===== src/rtl/mem_arb_pkg.sv =====
// Shared types for the memory port arbiter: lock-state encoding, owner encoding
// and the width of the starvation wait counter.
package mem_arb_pkg;

    localparam int WAIT_CNT_W = 4;

    typedef enum logic [1:0] {
        IDLE  = 2'd0,
        OWN_C = 2'd1,
        OWN_P = 2'd2
    } arb_state_t;

    typedef enum logic {
        OWNER_C = 1'b0,
        OWNER_P = 1'b1
    } owner_t;

endpackage


===== src/rtl/mem_arb_pick.sv =====
// Combinational winner select for the memory port arbiter.
// ARB_ROUND_ROBIN_EN swaps the fixed-priority/starvation-guard rules for round-robin.
module mem_arb_pick
    import mem_arb_pkg::*;
#(
    parameter int MAX_WAIT = 4
) (
    input  arb_state_t              state,
    input  logic                    c_req,
    input  logic                    p_req,
`ifdef ARB_ROUND_ROBIN_EN
    input  owner_t                  rr_last,
`else
    input  logic [WAIT_CNT_W-1:0]   wait_cnt,
`endif
    output logic                    c_win,
    output logic                    p_win
);

`ifndef ARB_ROUND_ROBIN_EN
    localparam logic [WAIT_CNT_W-1:0] WAIT_MAX = WAIT_CNT_W'(MAX_WAIT);
`endif

    always_comb begin
        c_win = 1'b0;
        p_win = 1'b0;
        // A locked owner keeps the port even against a starving P.
        if (state == OWN_C && c_req) begin
            c_win = 1'b1;
        end else if (state == OWN_P && p_req) begin
            p_win = 1'b1;
`ifdef ARB_ROUND_ROBIN_EN
        end else if (c_req && p_req) begin
            if (rr_last == OWNER_P) c_win = 1'b1;
            else                    p_win = 1'b1;
`else
        end else if (p_req && wait_cnt == WAIT_MAX) begin
            p_win = 1'b1;
`endif
        end else if (c_req) begin
            c_win = 1'b1;
        end else if (p_req) begin
            p_win = 1'b1;
        end
    end

endmodule


===== src/rtl/mem_port_arbiter.sv =====
// Two-requester arbiter for the single RAM/MMIO data port (CPU = C, peripheral = P).
// Build option ARB_ROUND_ROBIN_EN: round-robin instead of C priority + starvation guard.
//
//   state | meaning
//   IDLE  | no owner, winner chosen by priority rules
//   OWN_C | CPU holds a lock, keeps the port while c_req stays high
//   OWN_P | peripheral holds a lock, keeps the port while p_req stays high
module mem_port_arbiter
    import mem_arb_pkg::*;
#(
    parameter int WIDTH         = 16,
    parameter int RAM_ADDR_BITS = 10,
    parameter int MAX_WAIT      = 4
) (
    input  logic                     clk,
    input  logic                     rst,
    input  logic                     c_req,
    input  logic                     c_we,
    input  logic                     c_lock,
    input  logic [RAM_ADDR_BITS-1:0] c_adr,
    input  logic [WIDTH-1:0]         c_wdata,
    output logic                     c_gnt,
    output logic                     c_rvalid,
    output logic [WIDTH-1:0]         c_rdata,
    input  logic                     p_req,
    input  logic                     p_we,
    input  logic                     p_lock,
    input  logic [RAM_ADDR_BITS-1:0] p_adr,
    input  logic [WIDTH-1:0]         p_wdata,
    output logic                     p_gnt,
    output logic                     p_rvalid,
    output logic [WIDTH-1:0]         p_rdata,
    output logic                     mem_en,
    output logic                     mem_write,
    output logic                     mem_read,
    output logic [RAM_ADDR_BITS-1:0] mem_adr,
    output logic [WIDTH-1:0]         mem_wdata,
    input  logic [WIDTH-1:0]         mem_rdata
);

    arb_state_t state, state_nxt;
    logic       c_win, p_win;
    logic       tag1_v, tag2_v;
    owner_t     tag1_own, tag2_own;

`ifdef ARB_ROUND_ROBIN_EN
    owner_t rr_last;
`else
    localparam logic [WAIT_CNT_W-1:0] WAIT_MAX = WAIT_CNT_W'(MAX_WAIT);
    logic [WAIT_CNT_W-1:0] wait_cnt;
`endif

    mem_arb_pick #(
        .MAX_WAIT (MAX_WAIT)
    ) u_pick (
        .state    (state),
        .c_req    (c_req),
        .p_req    (p_req),
`ifdef ARB_ROUND_ROBIN_EN
        .rr_last  (rr_last),
`else
        .wait_cnt (wait_cnt),
`endif
        .c_win    (c_win),
        .p_win    (p_win)
    );

    always_ff @(posedge clk) begin
        if (rst) state <= IDLE;
        else     state <= state_nxt;
    end

    // An owner that drops req or takes an unlocked grant falls back to IDLE.
    always_comb begin
        c_gnt     = c_win & ~rst;
        p_gnt     = p_win & ~rst;
        state_nxt = IDLE;
        if (c_gnt) begin
            state_nxt = c_lock ? OWN_C : IDLE;
        end else if (p_gnt) begin
            state_nxt = p_lock ? OWN_P : IDLE;
        end
    end

`ifdef ARB_ROUND_ROBIN_EN
    always_ff @(posedge clk) begin
        if (rst) begin
            rr_last <= OWNER_P;
        end else if (c_gnt && !c_lock) begin
            rr_last <= OWNER_C;
        end else if (p_gnt && !p_lock) begin
            rr_last <= OWNER_P;
        end
    end
`else
    always_ff @(posedge clk) begin
        if (rst) begin
            wait_cnt <= '0;
        end else if (p_req && !p_gnt) begin
            if (wait_cnt < WAIT_MAX) wait_cnt <= wait_cnt + 1'b1;
        end else begin
            wait_cnt <= '0;
        end
    end
`endif

    // Address and write data hold across idle cycles; only the strobes drop.
    always_ff @(posedge clk) begin
        if (rst) begin
            mem_en    <= 1'b0;
            mem_write <= 1'b0;
            mem_read  <= 1'b0;
            mem_adr   <= '0;
            mem_wdata <= '0;
        end else if (c_gnt) begin
            mem_en    <= 1'b1;
            mem_write <= c_we;
            mem_read  <= ~c_we;
            mem_adr   <= c_adr;
            mem_wdata <= c_wdata;
        end else if (p_gnt) begin
            mem_en    <= 1'b1;
            mem_write <= p_we;
            mem_read  <= ~p_we;
            mem_adr   <= p_adr;
            mem_wdata <= p_wdata;
        end else begin
            mem_en    <= 1'b0;
            mem_write <= 1'b0;
            mem_read  <= 1'b0;
        end
    end

    always_ff @(posedge clk) begin
        if (rst) begin
            tag1_v   <= 1'b0;
            tag1_own <= OWNER_C;
            tag2_v   <= 1'b0;
            tag2_own <= OWNER_C;
        end else begin
            tag1_v   <= (c_gnt & ~c_we) | (p_gnt & ~p_we);
            tag1_own <= p_gnt ? OWNER_P : OWNER_C;
            tag2_v   <= tag1_v;
            tag2_own <= tag1_own;
        end
    end

    assign c_rvalid = tag2_v && (tag2_own == OWNER_C);
    assign p_rvalid = tag2_v && (tag2_own == OWNER_P);
    assign c_rdata  = mem_rdata;
    assign p_rdata  = mem_rdata;

endmodule


===== config.mk =====
export PLATFORM = sky130hd
export DESIGN_NAME = mem_port_arbiter
export DESIGN_NICKNAME = d
export VERILOG_FILES = /design/src/rtl/mem_arb_pkg.sv /design/src/rtl/mem_arb_pick.sv /design/src/rtl/mem_port_arbiter.sv
export SDC_FILE = /design/constraint.sdc
export NUM_CORES = 1
export LEC_CHECK = 0
export ABC_CLOCK_PERIOD_IN_PS = 1680
export BUFFER_PORTS_ARGS = -buffer_cell sky130_fd_sc_hd__buf_4
export CELL_PAD_IN_SITES_DETAIL_PLACEMENT = 0
export CELL_PAD_IN_SITES_GLOBAL_PLACEMENT = 1
export CORE_MARGIN = 2
export CORE_UTILIZATION = 25
export DETAILED_ROUTE_END_ITERATION = 10
export PLACE_DENSITY = 0.8
export SKIP_LAST_GASP = 1
export SLEW_MARGIN = 5
export SYNTH_ARGS = -nofsm -noshare
export SYNTH_HDL_FRONTEND = slang
export SYNTH_SLANG_ARGS = --single-unit

===== constraint.sdc =====
create_clock -name clk -period 1.68 [get_ports clk]
set_input_delay 0.504 -clock clk [delete_from_list [all_inputs] [get_ports clk]]
set_output_delay 0.504 -clock clk [all_outputs]
set_load 0.01 [all_outputs]

==> out/summary.txt <==
Status = finished, violations left
Failing checks = negative setup slack
Reg clk slew, reported paths = 0.08 ns
FF-to-FF End = mem_wdata[8]
Final Skew = 0.00482 ns
Leak = 1.30 nW
Post-route ant nets = 0
Clock root cell = clkbuf_8
RSZ-0062 raised after global routing = yes
Dpl hpwl = 3.89 mm
Post-route DRC = 0
Final non-filler cell total = 408
Final setup viols = 2
Num CTS Buffers = 5
Die Height = 93.3 um
CTS tree = done
Initial DRC Count = 43
Die W = 93.3 um
Seq/Total Area, Yosys = 0.391
Layout area overhead = 46.4%
Util after Layout = 0.378
Register-to-Register Path Depth = 9
Hold Crit Class = in -> reg
Worst Tran Pin Value = 0.292 ns
Initial antenna violation count = 0
Setup WS post-layout = -0.366 ns
Arr. time, crit path = 1.54 ns
Slew HR = 0.805
Hold WS = 0.410 ns
# placed instances = 395
Post-synth top area share = 0.391
Post-synthesis async set-or-reset flop share = 0
Wire per inst = 13.1 um
Worst setup path class = reg -> out
Drt first pass iters = 4
Synth unique cells = 30
Mapped Avg Cell Area = 8.63 um^2
Starting Density = 0.258
Synth warn = 0
Post-Syn Instances = 231
PD cells = 801 nW/um^2
Crit. End Element = output port
Crit path launch type = register
Post-synth top cells = nand2_1, dfxtp_1, buf_4
Port Buffers = 92
Crit path launch = wait_cnt[1]
Worst-Skew Late Latency = 0.29 ns
Syn Nets = 309
MaxCap Viol Count = 0
# clock sinks = 39
Total Nets Final = 383
Max Fclk = 0.489 GHz
Worst IR Drop VDD = 0.000292 V
TNS Setup = -0.635 ns
Req. time, crit path = 1.18 ns
IO Pins = 141
Final hold vios = 0
Post-synthesis register bit count = 39
EDFF count, synth = 0
H-Tree Depth = 2
Global-route wire length before repair = 8.09 mm
Design Power = 2.34 mW
Pin count of the biggest net entering global routing = 34
Vias per Instance = 4.35
Overall routing resource usage = 0.119
Ranking of synthesized cells by area = dfxtp_1, buf_4, nand2_1
Maximum fanout along the worst path = 2
Via count of the first global-routing pass = 1697
Fin crit share = 1.22
Grt total ovfl = 0
Largest area contributor in the netlist = dfxtp_1
Max Transition Viols Final = 0
Critical Path Sink = p_gnt
Die ar. = 8710 um^2
Fin crit period = 2.05 ns
R2r setup slk = 0.03 ns
Count leader, synth = nand2_1
RePlAce Congestion = 0.721
Via count = 1774
CTS max path bufs = 2
Total Routed Length = 5.36 mm
ANT cells = 0
CORE AREA = 7730 um^2
FF-to-FF Start = wait_cnt[1]
Share of cells above drive strength 1 = 0.500
Cell Area, Synth = 1990 um^2
Dominant synthesized flop cell = dfxtp_1
# rows = 32
[power by group]
part	switching, mW	total [mW]	internal, mW	leakage, nW
clock	0.336	0.817	0.481	0.0612
combinational	0.225	0.507	0.282	0.914
sequential	0.0297	1.02	0.985	0.323
total	0.591	2.34	1.75	1.30
[area by class of cell]
cell class	instances	area [um^2]
clock buffer	6	82.6
clock inverter	2	35.0
fill	791	4810
inverter	6	22.5
multi-input combinational	139	917
sequential	39	783
tap	102	128
timing repair buffer	114	952
[worst max-delay path, cell delays in order (launching register included)]
cell	delay (ns)
dfxtp_2	0.33
inv_2	0.06
ha_4	0.13
nand4b_4	0.10
or2_4	0.25
a311oi_4	0.22
buf_4	0.17
[through the flow]
stage               setup WS (ns)  cell area [um^2]
floorplan                  0.0129              2020
global placement           -0.167              2640
detailed placement         -0.189              2640
CTS                        -0.393              2790
global route               -0.454              2920
finish                     -0.366              2920
[cells by family after synthesis]
family / synth area share
buffers and inverters: 0.183
adders and majority gates: 0.0125
DFF: 0.391
and+or+nand+nor: 0.221
AOI/OAI and AO/OA: 0.188
xor gates and xnor gates: 0.00439
[worst min-delay path by stage]
stage	from	to	slack (ns)	cells past startpoint
final	c_we	mem_read	0.41	2
after global routing	c_we	mem_read	0.40	2
after floorplan	tag1_own	tag2_own	0.41	1
after CTS	c_we	mem_read	0.40	2
after detailed placement	tag1_own	tag2_own	0.43	1
after global placement	tag1_own	tag2_own	0.42	1
[flip-flops by register name (all words and copies together) (netlist names)]
signal / cells
mem_adr: 10
mem_en: 1
mem_read: 1
mem_wdata: 16
mem_write: 1
state: 2
tag1_own: 1
tag1_v: 1
tag2_own: 1
tag2_v: 1
wait_cnt: 4
[routing by layer]
layer / routed length, um / global-route usage / up-vias
met5: 0 / 0 / -
met4: 83 / 0.0417 / 0
met3: 554 / 0.0483 / 10
met2: 2620 / 0.201 / 79
met1: 2100 / 0.136 / 794
li1: - / - / 891
[timing repair]
action | 4_1_cts | 5_1_grt
buffers inserted | 2 | 1
endpoints found under the setup margin | 3 | 28
hold buffers | 0 | 0
pin swaps | 1 | 1
resized for setup | 2 | 18
cloned | 0 | 2
[cells in the final DEF (no fill, tap or decap), types with 2 or more instances in the layout]
cell type and count:
clkbuf_8 6, nand2_2 3, a311oi_1 12, clkbuf_16 2
dfxtp_2 2, buf_4 106, inv_2 3, nor2_1 32
dfxtp_1 37, a21oi_1 2, nand2_1 52, and2_1 2
a311oi_2 15, nor2b_1 3, buf_12 4, o2bb2ai_1 2
inv_1 3
Note: power is estimated with default switching activity, not from simulation.
